**config.mk**
```make
export PLATFORM = sky130hd
export DESIGN_NAME = subtrator_serial
export DESIGN_NICKNAME = d
export VERILOG_FILES = /design/src/rtl/subtrator_serial_pkg.sv /design/src/rtl/subtrator_completo.sv /design/src/rtl/subtrator_serial.sv
export SDC_FILE = /design/constraint.sdc
export NUM_CORES = 1
export LEC_CHECK = 0
export CORE_ASPECT_RATIO = 1.1
export CORE_UTILIZATION = 30
export CTS_BUF_LIST = sky130_fd_sc_hd__clkbuf_2
export DETAILED_ROUTE_END_ITERATION = 16
export GPL_ROUTABILITY_DRIVEN = 0
export PLACE_DENSITY = 0.53
export SLEW_MARGIN = 20
export SYNTH_ARGS = -nofsm -noshare
export SYNTH_HDL_FRONTEND = slang
export SYNTH_SLANG_ARGS = --single-unit
```
**constraint.sdc**
```tcl
create_clock -name clk -period 3.2 [get_ports clk]
set_clock_uncertainty 0.2 [all_clocks]
set_input_delay 0.64 -clock clk [delete_from_list [all_inputs] [get_ports clk]]
set_output_delay 0.64 -clock clk [all_outputs]
set_load 0.02 [all_outputs]
```
**src/rtl/subtrator_serial_pkg.sv**
```systemverilog
// subtrator_serial_pkg: shared state encoding for the bit-serial subtractor
package subtrator_serial_pkg;
  typedef enum logic [1:0] {
    ST_IDLE  = 2'd0,
    ST_SHIFT = 2'd1,
    ST_DONE  = 2'd2
  } state_t;
endpackage

```
**src/rtl/subtrator_completo.sv**
```systemverilog
// subtrator_completo: combinational 1-bit full subtractor
module subtrator_completo (
  input  logic a,
  input  logic b,
  input  logic bin,
  output logic s,
  output logic bout
);
  assign s    = a ^ b ^ bin;
  assign bout = (~a & b) | (~(a ^ b) & bin);
endmodule

```
**src/rtl/subtrator_serial.sv**
```systemverilog
// subtrator_serial: bit-serial unsigned a - b with start/done handshake
module subtrator_serial
  import subtrator_serial_pkg::*;
#(
  parameter  int WIDTH = 8,
  localparam int CNT_W = $clog2(WIDTH + 1)
) (
  input  logic             clk,
  input  logic             rst,
  input  logic             start,
  input  logic [WIDTH-1:0] a,
  input  logic [WIDTH-1:0] b,
  output logic             busy,
  output logic             done,
  output logic [WIDTH-1:0] diff,
  output logic             borrow_out
);
  state_t             state_q, state_d;
  logic [WIDTH-1:0]   a_q, a_d, b_q, b_d, r_q, r_d, diff_q, diff_d;
  logic [CNT_W-1:0]   cnt_q, cnt_d;
  logic               borrow_q, borrow_d, bout_q, bout_d;
  logic               s, bout, shift, accept, last;

  subtrator_completo u_cell (
    .a   (a_q[0]),
    .b   (b_q[0]),
    .bin (borrow_q),
    .s   (s),
    .bout(bout)
  );

  always_comb begin
    shift    = state_q == ST_SHIFT;
    accept   = start && !shift;
    last     = cnt_q == CNT_W'(WIDTH - 1);
    state_d  = shift ? (last ? ST_DONE : ST_SHIFT) : (start ? ST_SHIFT : ST_IDLE);
    a_d      = accept ? a : (shift ? a_q >> 1 : a_q);
    b_d      = accept ? b : (shift ? b_q >> 1 : b_q);
    r_d      = shift ? {s, r_q[WIDTH-1:1]} : r_q;
    borrow_d = accept ? 1'b0 : (shift ? bout : borrow_q);
    cnt_d    = accept ? '0 : (shift ? cnt_q + 1'b1 : cnt_q);
    diff_d   = shift && last ? {s, r_q[WIDTH-1:1]} : diff_q;
    bout_d   = shift && last ? bout : bout_q;
  end

  always_ff @(posedge clk) begin
    if (rst) begin
      state_q  <= ST_IDLE;
      a_q      <= '0;
      b_q      <= '0;
      r_q      <= '0;
      borrow_q <= 1'b0;
      cnt_q    <= '0;
      diff_q   <= '0;
      bout_q   <= 1'b0;
    end else begin
      state_q  <= state_d;
      a_q      <= a_d;
      b_q      <= b_d;
      r_q      <= r_d;
      borrow_q <= borrow_d;
      cnt_q    <= cnt_d;
      diff_q   <= diff_d;
      bout_q   <= bout_d;
    end
  end

  assign busy       = state_q == ST_SHIFT;
  assign done       = state_q == ST_DONE;
  assign diff       = diff_q;
  assign borrow_out = bout_q;
endmodule

```
==> summary.md, run 1 <==
| Metric | Value |
|---|---|
| Unique cell type count in the Yosys netlist | `28` |
| Pre-CTS setup slack | `0.687 ns` |
| Period minus WS final | `2.94 ns` |
| Worst Path Max Fanout | `40` |
| Die height | `77.8 um` |
| DR pass1 iterations | `6` |
| Routed wire length per instance | `12.2 um` |
| Area delta synth->final | `26.0%` |
| #FFs+latches synth | `39` |
| CP Capture Type | `primary output` |
| Routed Antenna Nets | `0` |
| Final setup vio count | `0` |
| PD cells | `504 nW/um^2` |
| Post-CTS Setup Repair Bufs | `0` |
| Mapped Cells | `157` |
| Gr busiest metal | `met2` |
| M3 GR Usage | `0.0351` |
| GRT Total Usage | `0.118` |
| Warnings from Yosys | `0` |
| Met1 GRT Util | `0.139` |
| Worst VDD drop | `287 uV` |
| IO Count | `30` |
| Crit path kind | `register to primary output` |
| H-tree depth | `2` |
| Status | `completed` |
| Clock Sink Count | `39` |
| Fin area | `1970 um^2` |
| Unrepaired setup endpoints after global routing | `no` |
| Syn_nets | `178` |
| Clk buf depth | `2` |
| Via count | `1187` |
| Post-DP HPWL | `1910 um` |
| Core ar. | `5000 um^2` |
| Fmax | `340 MHz` |
| Die area | `5520 um^2` |
| Gr ovfl total | `0` |
| Post_cts resized | `0` |
| CP Buf/Inv Count | `2` |
| Final worst-path cycle share | `0.918` |
| Die X | `70.9 um` |
| Fin Setup TNS | `0 ns` |
| CP peak stage delay | `0.68 ns` |
| Skew-Pair Late Insertion Delay | `0.38 ns` |
| Final nets | `205` |
| # rows | `27` |
| Register clock-pin slew on the reported worst setup and hold paths | `0.21 ns` |
| PortBufs | `29` |
| Worst Hold Class | `register to register` |
| Final Max Tran Viols | `0` |
| Placed inst area | `1880 um^2` |
| Slew headroom | `0.728` |
| Setup ws final | `0.262 ns` |
| Worst slew pin tran | `0.407 ns` |
| M2 GR Usage | `0.200` |
| CP cell instances | `nand2b_4 -> inv_2 -> clkdlybuf4s50_1` |
| Antenna fix cells | `0` |
| Critical Path Start Type | `register` |
| Antenna violations before repair | `0` |
| First-pass GRT wire length | `5110 um` |
| Maximum number of pins on one net before global-route repair | `41` |
| Vias in the first global route | `1105` |
| Leak | `0.000755 uW` |
| Drt drc | `0` |
| Via density | `4.88` |
| MaxCap Viol Count | `0` |
| Clock Root Buffer | `clkbuf_2` |
| Detailed Route WL | `2970 um` |
| Synth Cell Area | `1570 um^2` |
| Hold_buf cts | `0` |
| Initial Util | `0.313` |
| Avg Inst Size Synth | `9.98 um^2` |
| Final hold vios | `0` |
| Slowest CP cell | `clkdlybuf4s50_1` |
| Sequential share of the synthesized area | `0.498` |
| CTS tree | `built` |
| Starting DRT DRC Count | `43` |
| Arr. time, crit path | `2.10 ns` |
| Delay-heaviest family, CP | `buffers and inverters` |
| CP required | `2.36 ns` |
| CTS Buf Count | `5` |
| Share of layout cells above drive strength 1 | `0.0811` |
-- cell usage in the layout, fill, tap and decap left out, drive strengths merged, types with 2 or more instances in the layout --
cell type / synthesis / final
a22o: 9 / 9
inv: 5 / 5
buf: 12 / 3
clkdlybuf4s50: 0 / 29
bufinv: 0 / 2
nor2: 14 / 14
a211oi: 15 / 15
nand3: 2 / 2
mux2i: 16 / 16
nor3: 2 / 2
clkbuf: 0 / 6
dfxtp: 39 / 39
nand3b: 2 / 2
or3: 3 / 3
nand2b: 2 / 2
a21oi: 11 / 11
nand2: 16 / 16
-- layout make-up --
| cell class | count | area, um^2 |
|---|---|---|
| Sequential cell | 39 | 781 |
| Timing Repair Buffer | 32 | 313 |
| Tap cell | 58 | 72.6 |
| Fill cell | 495 | 3030 |
| Multi-Input combinational cell | 101 | 698 |
| Clock inverter | 2 | 60.1 |
| Clock buffer | 6 | 30.0 |
| Inverter | 5 | 18.8 |
-- state kept, by name (all words and copies together), names as in the netlist --
name        count
cnt_q           4
borrow_q        1
state_q         2
r_q             7
diff            8
b_q             8
a_q             8
borrow_out      1
-- cells in the mapped netlist --
library cell / count / area share
dfxtp_1: 39 / 0.50
mux2i_1: 16 / 0.10
nand2_1: 16 / 0.038
a211oi_1: 15 / 0.072
nor2_1: 14 / 0.034
a21oi_1: 11 / 0.035
a22o_1: 9 / 0.050
buf_2: 7 / 0.022
inv_1: 4 / 0.0096
or3_1: 3 / 0.012
buf_1: 2 / 0.0048
buf_4: 2 / 0.0096
nand3_1: 2 / 0.0064
nand3b_1: 2 / 0.0096
nor3_1: 2 / 0.0064
a31oi_1: 1 / 0.0040
a41oi_4: 1 / 0.018
and3_1: 1 / 0.0040
buf_6: 1 / 0.0072
fa_1: 1 / 0.013
ha_1: 1 / 0.0080
inv_2: 1 / 0.0024
mux2_2: 1 / 0.0072
nand2b_1: 1 / 0.0040
nand2b_4: 1 / 0.0088
nor2b_1: 1 / 0.0040
nor3b_1: 1 / 0.0048
o21a_1: 1 / 0.0048
-- worst paths after layout --
check | slack (ns) | startpoint | cells after the start | end
setup / recovery | 0.26 | state_q[1]$_SDFF_PP0_ | 3 | busy
hold / removal | 0.27 | r_q[5]$_SDFFE_PP0N_ | 2 | r_q[4]$_SDFFE_PP0N_
setup reg to reg | 1.24 | state_q[1]$_SDFF_PP0_ | 4 | borrow_out$_SDFFE_PP0P_
hold reg to reg | 0.27 | r_q[5]$_SDFFE_PP0N_ | 2 | r_q[4]$_SDFFE_PP0N_
-- metrics by stage --
step                total power, uW  hold slack [ns]  cells  utilization
finish                          994            0.272    243        0.395
floorplan                       597            0.237    157            -
global route                   1040            0.295    243        0.395
detailed placement              633            0.257    235        0.377
global placement                631            0.250    235        0.377
CTS                            1010            0.268    243        0.395
-- cell families after synthesis --
logic type                 after synthesis  share of synthesized area
and+or+nand+nor                         44                      0.132
DFF                                     39                      0.498
AOI/OAI and AO/OA                       38                      0.184
buffers and inverters                   17                     0.0559
muxes                                   17                      0.109
adders and majority gates                2                     0.0208
-- worst reg2reg max path: cells and delay by family (launching register included) --
family / cells / cell delay (ns)
AND/OR/NAND/NOR: 2 / 0.78
buffers and inverters: 1 / 0.37
flip-flops: 1 / 0.35
AO/OA/AOI/OAI: 1 / 0.22
-- report_power, final --
part	total (uW)	leakage, uW	switching, uW	internal [uW]
logic	103	0.000383	51.7	51.5
registers	520	0.000319	12.1	507
clock network	371	0.0000532	157	214
total	994	0.000755	221	773
-- routing by layer --
layer | share of wire | up-vias
met5 | 0 | -
met4 | 0.010 | 0
met3 | 0.043 | 5
met2 | 0.46 | 24
met1 | 0.49 | 548
li1 | - | 610
Power figures use the tool's default switching activity.
==> inputs of run 2 (changes only) <==
--- a/config.mk
+++ b/config.mk
@@ -12,4 +12,5 @@
 export GPL_ROUTABILITY_DRIVEN = 0
 export PLACE_DENSITY = 0.53
+export REMOVE_ABC_BUFFERS = 1
 export SLEW_MARGIN = 20
 export SYNTH_ARGS = -nofsm -noshare
==> constraint.sdc (replaced) <==
create_clock -name clk -period 3.2 [get_ports clk]
set_clock_uncertainty 0.2 [all_clocks]
set_input_delay 0.8 -clock clk [delete_from_list [all_inputs] [get_ports clk]]
set_output_delay 0.8 -clock clk [all_outputs]
set_load 0.02 [all_outputs]
==> run 2 against run 1 <==
Against the previous run: wire length is 1.5% higher; fmax is 4.7% higher; non-clock buffer count is 1 higher; total power is 14% lower; cell count is 0.41% higher; sequential power hardly changed; design area is 1.7% lower; flip-flop and latch count stayed put; die area stayed put; worst setup slack better by 0.13 ns; combinational power hardly changed; first-iteration DRC count is 4.7% lower; critical path type unchanged; largest cell class unchanged; highest routed layer unchanged.
==> summary.md, run 2 (synthesis results as in run 1) <==
| Metric | Value |
|---|---|
| Final hold vios | `0 (unchanged)` |
| Slew headroom | `0.724 (-0.00447)` |
| Hold_buf cts | `0 (unchanged)` |
| Initial Util | `0.313 (unchanged)` |
| Die height | `77.8 um (unchanged)` |
| Routed wire length per instance | `12.4 um (+1.1%)` |
| Antenna violations before repair | `0 (unchanged)` |
| Final core occ | `0.388 (-0.00676)` |
| Unrepaired setup endpoints after global routing | `no` |
| GRT Total Usage | `0.118 (-0.000562)` |
| Vias in the first global route | `1174 (+6.2%)` |
| Reg-to-Reg End | `diff[1]$_SDFFE_PP0P_` |
| First-pass GRT wire length | `5150 um (+0.94%)` |
| Post-CTS Setup Repair Bufs | `0 (unchanged)` |
| Post-DP HPWL | `2040 um (+6.7%)` |
| Skew-Pair Late Insertion Delay | `0.39 ns (about the same)` |
| Share of layout cells above drive strength 1 | `0.0860 (+0.00494)` |
| Final setup vio count | `0 (unchanged)` |
| Final nets | `206 (+0.49%)` |
| Critical Path Sink | `busy` |
| Fill count | `519 (+4.8%)` |
| Final Max Tran Viols | `0 (unchanged)` |
| Antenna fix cells | `0 (unchanged)` |
| Worst Path Max Fanout | `40 (unchanged)` |
| Detailed Route WL | `3010 um (+1.5%)` |
| Reg2Reg Depth | `5 (+1)` |
| Clock Sink Count | `39 (unchanged)` |
| Min Hold Slack | `0.278 ns (+0.00626 ns)` |
| IO Count | `30 (unchanged)` |
| Arr. time, crit path | `1.81 ns (-0.29 ns)` |
| Worst slew pin tran | `0.414 ns (+0.00671 ns)` |
| Starting DRT DRC Count | `41 (-4.7%)` |
| Worst reg2reg startpoint | `state_q[1]$_SDFF_PP0_` |
| Area of the multi-input gates | `698 um^2 (unchanged)` |
| Maximum number of pins on one net before global-route repair | `41 (unchanged)` |
| Gr ovfl total | `0 (unchanged)` |
| Total chip power | `857 uW (-14%)` |
| R2R setup slack | `1.24 ns (about the same)` |
| Register clock-pin slew on the reported worst setup and hold paths | `0.22 ns (about the same)` |
| Leak | `0.000733 uW (-3.0%)` |
| # rows | `27 (unchanged)` |
| Die area | `5520 um^2 (unchanged)` |
| Crit path kind | `register to primary output` |
| Core ar. | `5000 um^2 (unchanged)` |
| Fmax | `356 MHz (+4.7%)` |
| Area delta synth->final | `23.8%` |
| CTS tree | `built` |
| Inst Count DP | `236 (+0.43%)` |
| Most frequent cells in the layout | `dfxtp_1 (39), clkdlybuf4s50_1 (29), nand2_1 (16), mux2i_1 (16), a211oi_1 (15)` |
| Layout Cells excl Fill | `244 (+0.41%)` |
| Drt drc | `0 (unchanged)` |
| H-tree depth | `2 (unchanged)` |
| Status | `completed` |
| Die X | `70.9 um (unchanged)` |
| Via count | `1205 (+1.5%)` |
| Clk buf depth | `2 (unchanged)` |
| Worst Hold Class | `register to register` |
| CP Capture Type | `primary output` |
| MaxCap Viol Count | `0 (unchanged)` |
| CP required | `2.20 ns (-0.16 ns)` |
| Via density | `4.94 (+1.1%)` |
| Clock Root Buffer | `clkbuf_2` |
| Reg area | `781 um^2 (unchanged)` |
| Routed Antenna Nets | `0 (unchanged)` |
| CTS Buf Count | `5 (unchanged)` |
| Final worst-path cycle share | `0.877 (-0.0411)` |
| Fin Setup TNS | `0 ns (unchanged)` |
| PD cells | `442 nW/um^2 (-12%)` |
| Crit. Startpoint | `state_q[1]$_SDFF_PP0_` |
| Critical Path Start Type | `register` |
| PortBufs | `29 (unchanged)` |
| DR pass1 iterations | `6 (unchanged)` |
| Most common cell after layout, fill and taps aside | `dfxtp_1` |
| Period minus WS final | `2.81 ns (-0.131 ns)` |
| Worst VDD drop | `199 uV (-31%)` |
| Post_cts resized | `0 (unchanged)` |
==> run 2: cell count changes in the layout (fill, tap and decap cells not counted), sizes merged <==
cell,before,now
buf,3,4
bufinv,2,0
clkbuf,6,5
clkinvlp,0,2
inv,5,6
==> run 2: final cells by class <==
| type | count | share of cell area |
|---|---|---|
| clock inverter | 3 | 0.0123 |
| multi-input combinational | 101 | 0.360 |
| timing repair buffer | 33 | 0.165 |
| tap | 58 | 0.0374 |
| sequential | 39 | 0.403 |
| clock buffer | 5 | 0.0129 |
| inverter | 5 | 0.00968 |
==> run 2: worst max-delay path, cell delays in order, from the launching register on <==
cell	delay, ns
dfxtp_1	0.36
nand2b_4	0.32
inv_2	0.13
clkdlybuf4s50_1	0.61
==> run 2: worst min-delay path by stage <==
stage                     endpoint           startpoint  cells past startpoint
3_5_place_dp   r_q[1]$_SDFFE_PP0N_  r_q[1]$_SDFFE_PP0N_                      2
2_1_floorplan  r_q[1]$_SDFFE_PP0N_  r_q[1]$_SDFFE_PP0N_                      2
6_report       r_q[4]$_SDFFE_PP0N_  r_q[5]$_SDFFE_PP0N_                      2
3_3_place_gp   r_q[1]$_SDFFE_PP0N_  r_q[1]$_SDFFE_PP0N_                      2
5_1_grt        r_q[4]$_SDFFE_PP0N_  r_q[5]$_SDFFE_PP0N_                      2
4_1_cts        r_q[4]$_SDFFE_PP0N_  r_q[5]$_SDFFE_PP0N_                      2
==> run 2: power breakdown <==
group | switching [uW] | internal, uW
Combinational | 52.3 | 52.5
Clock | 176 | 56.0
Sequential | 11.9 | 508
Total | 240 | 616
==> run 2: metal layers <==
metal	part of all wire	GRT usage	up-vias
li1	-	-	614
met2	0.48	0.211	30
met3	0.047	0.0325	4
met4	0.0083	0.0300	0
met5	0	0	-
met1	0.47	0.137	557
==> run 2: stage by stage <==
| step | area, um^2 | setup slack (ns) |
|---|---|---|
| finish | 1940 | 0.393 |
| global route | 1940 | 0.256 |
| global placement | 1890 | 0.862 |
| detailed placement | 1890 | 0.814 |
| floorplan | 1500 | 1.33 |
| CTS | 1940 | 0.332 |
==> inputs of run 3 (changes only) <==
- REMOVE_ABC_BUFFERS: 1 -> unset
==> run 3 against run 2 <==
Against the previous run: fmax up 0.96%; flip-flop and latch count unchanged; critical path depth unchanged; total power up 6.4%; cell count unchanged; clock-buffer cell count unchanged; first-iteration DRC count up 37%; die area unchanged; non-clock buffer count unchanged; clock power up 25%.
==> summary.md, run 3 (synthesis results as in run 1) <==
| Metric | Value |
|---|---|
| Worst reg2reg startpoint | `state_q[1]$_SDFF_PP0_` |
| R2R setup slack | `1.30 ns (+0.06 ns)` |
| Antenna violations before repair | `0 (unchanged)` |
| Starting DRT DRC Count | `56 (+37%)` |
| Routed Antenna Nets | `0 (unchanged)` |
| Sw frac | `0.244 (-0.0362)` |
| Gr ovfl total | `0 (unchanged)` |
| Hold path cells | `2 (unchanged)` |
| Hold_buf cts | `0 (unchanged)` |
| Area delta synth->final | `24.8%` |
| Most common cell after layout, fill and taps aside | `dfxtp_1` |
| Share of layout cells above drive strength 1 | `0.0806 (-0.00538)` |
| Reg-to-Reg End | `borrow_out$_SDFFE_PP0P_` |
| Period minus WS final | `2.78 ns (-0.0268 ns)` |
| Post-CTS Setup Repair Bufs | `0 (unchanged)` |
| CTS tree | `built` |
| Pre-CTS setup slack | `0.845 ns (+0.0307 ns)` |
| Worst slew pin tran | `0.403 ns (-0.0113 ns)` |
| PortBufs | `29 (unchanged)` |
| Fin Setup TNS | `0 ns (unchanged)` |
| Vias in the first global route | `1170 (-0.34%)` |
| Final Max Tran Viols | `0 (unchanged)` |
| Clock power frac | `0.317 (+0.046)` |
| First-pass GRT wire length | `5070 um (-1.6%)` |
| Most frequent cells in the layout | `dfxtp_1 (39), clkdlybuf4s50_1 (29), nand2_1 (16), mux2i_1 (16), a211oi_1 (15)` |
| Detailed Route WL | `2920 um (-3.2%)` |
| Hold path start | `r_q[1]$_SDFFE_PP0N_` |
| MaxCap Viol Count | `0 (unchanged)` |
| CTS Buf Count | `5 (unchanged)` |
| Leak | `0.000747 uW (+2.0%)` |
| Die height | `77.8 um (unchanged)` |
| Worst VDD drop | `234 uV (+17%)` |
| Via density | `5.00 (+1.3%)` |
| Switching power | `223 uW (-7.3%)` |
| Final nets | `206 (unchanged)` |
| Antenna fix cells | `0 (unchanged)` |
| Via count | `1221 (+1.3%)` |
| Setup ws final | `0.420 ns (+0.0268 ns)` |
| Clock Sink Count | `39 (unchanged)` |
| Core ar. | `5000 um^2 (unchanged)` |
| Post-DP HPWL | `1960 um (-3.9%)` |
| H-tree depth | `2 (unchanged)` |
| IO Count | `30 (unchanged)` |
| Part of the power in registers | `0.570 (-0.037)` |
| Clock Root Buffer | `clkbuf_2` |
| Routed wire length per instance | `12.0 um (-3.2%)` |
| Post_cts resized | `0 (unchanged)` |
| Die area | `5520 um^2 (unchanged)` |
| Status | `completed` |
| Slew headroom | `0.731 (+0.00735)` |
| Die X | `70.9 um (unchanged)` |
| Unrepaired setup endpoints after global routing | `no` |
| Initial Util | `0.313 (unchanged)` |
| Clk buf depth | `2 (unchanged)` |
| # rows | `27 (unchanged)` |
| Arr. time, crit path | `1.78 ns (-0.03 ns)` |
| Reg2Reg Depth | `5 (unchanged)` |
| Pint | `689 uW (+12%)` |
| Maximum number of pins on one net before global-route repair | `41 (unchanged)` |
| Final worst-path cycle share | `0.869 (-0.00838)` |
| Critical Path Start Type | `register` |
| Fmax | `360 MHz (+0.96%)` |
| Skew-Pair Late Insertion Delay | `0.38 ns (about the same)` |
| Final setup vio count | `0 (unchanged)` |
| Logic pwr share | `0.114 (-0.008)` |
| GRT Total Usage | `0.117 (-0.000161)` |
| Worst Hold Class | `register to register` |
| PD cells | `466 nW/um^2 (+5.6%)` |
| Drt drc | `0 (unchanged)` |
| Hold Path End | `r_q[1]$_SDFFE_PP0N_` |
| DR pass1 iterations | `6 (unchanged)` |
| CP Capture Type | `primary output` |
| Register clock-pin slew on the reported worst setup and hold paths | `0.20 ns (-0.02 ns)` |
| Crit path kind | `register to primary output` |
| Worst Path Max Fanout | `40 (unchanged)` |
| CP required | `2.20 ns (about the same)` |
| Final hold vios | `0 (unchanged)` |
==> run 3: changes by cell type in the layout (fill, tap and decap cells not counted) <==
cell / delta
clkinv_1: +1
clkinv_2: +1
bufinv_16: +1
clkinvlp_4: -2
inv_6: -1
==> run 3: area by class of cell <==
cell class                 count  area (um^2)
fill                         513         3050
sequential                    39          781
multi-input combinational    101          698
timing repair buffer          33          320
tap                           58         72.6
clock inverter                 3         38.8
clock buffer                   5         25.0
inverter                       5         18.8
==> run 3: worst max-delay path by stage <==
stage	startpoint	endpoint	slack, ns	cells after the start
floorplan	state_q[1]$_SDFF_PP0_	busy	1.38	4
global route	state_q[1]$_SDFF_PP0_	busy	0.29	3
CTS	state_q[1]$_SDFF_PP0_	busy	0.37	3
finish	state_q[1]$_SDFF_PP0_	busy	0.42	3
detailed placement	rst	borrow_out$_SDFFE_PP0P_	0.84	4
global placement	state_q[1]$_SDFF_PP0_	busy	0.87	3
==> run 3: worst max-delay path: stages, from the launching register on <==
cell             delay [ns]
dfxtp_1                0.35
nand2b_4               0.32
inv_2                  0.12
clkdlybuf4s50_1        0.60
==> run 3: power by group through the flow <==
stage,Sequential (uW),Combinational [uW],Clock [uW]
4_1_cts,520,105,302
2_1_floorplan,526,70.5,0
6_report,519,104,289
3_3_place_gp,529,103,0
3_5_place_dp,529,105,0
5_1_grt,523,116,322
==> run 3: metal layers <==
layer	track usage	share of wire	up-vias
met2	0.205	0.48	27
li1	-	-	613
met3	0.0364	0.044	7
met4	0.0540	0.014	0
met5	0	0	-
met1	0.129	0.46	574
==> run 3: through the flow <==
step | utilization | power, uW | hold WS (ns) | cells | instance area, um^2
floorplan | - | 597 | 0.237 | 157 | 1570
finish | 0.391 | 911 | 0.273 | 244 | 1950
detailed placement | 0.378 | 635 | 0.251 | 236 | 1890
CTS | 0.391 | 928 | 0.275 | 244 | 1950
global placement | 0.378 | 631 | 0.249 | 236 | 1890
global route | 0.391 | 961 | 0.293 | 244 | 1950
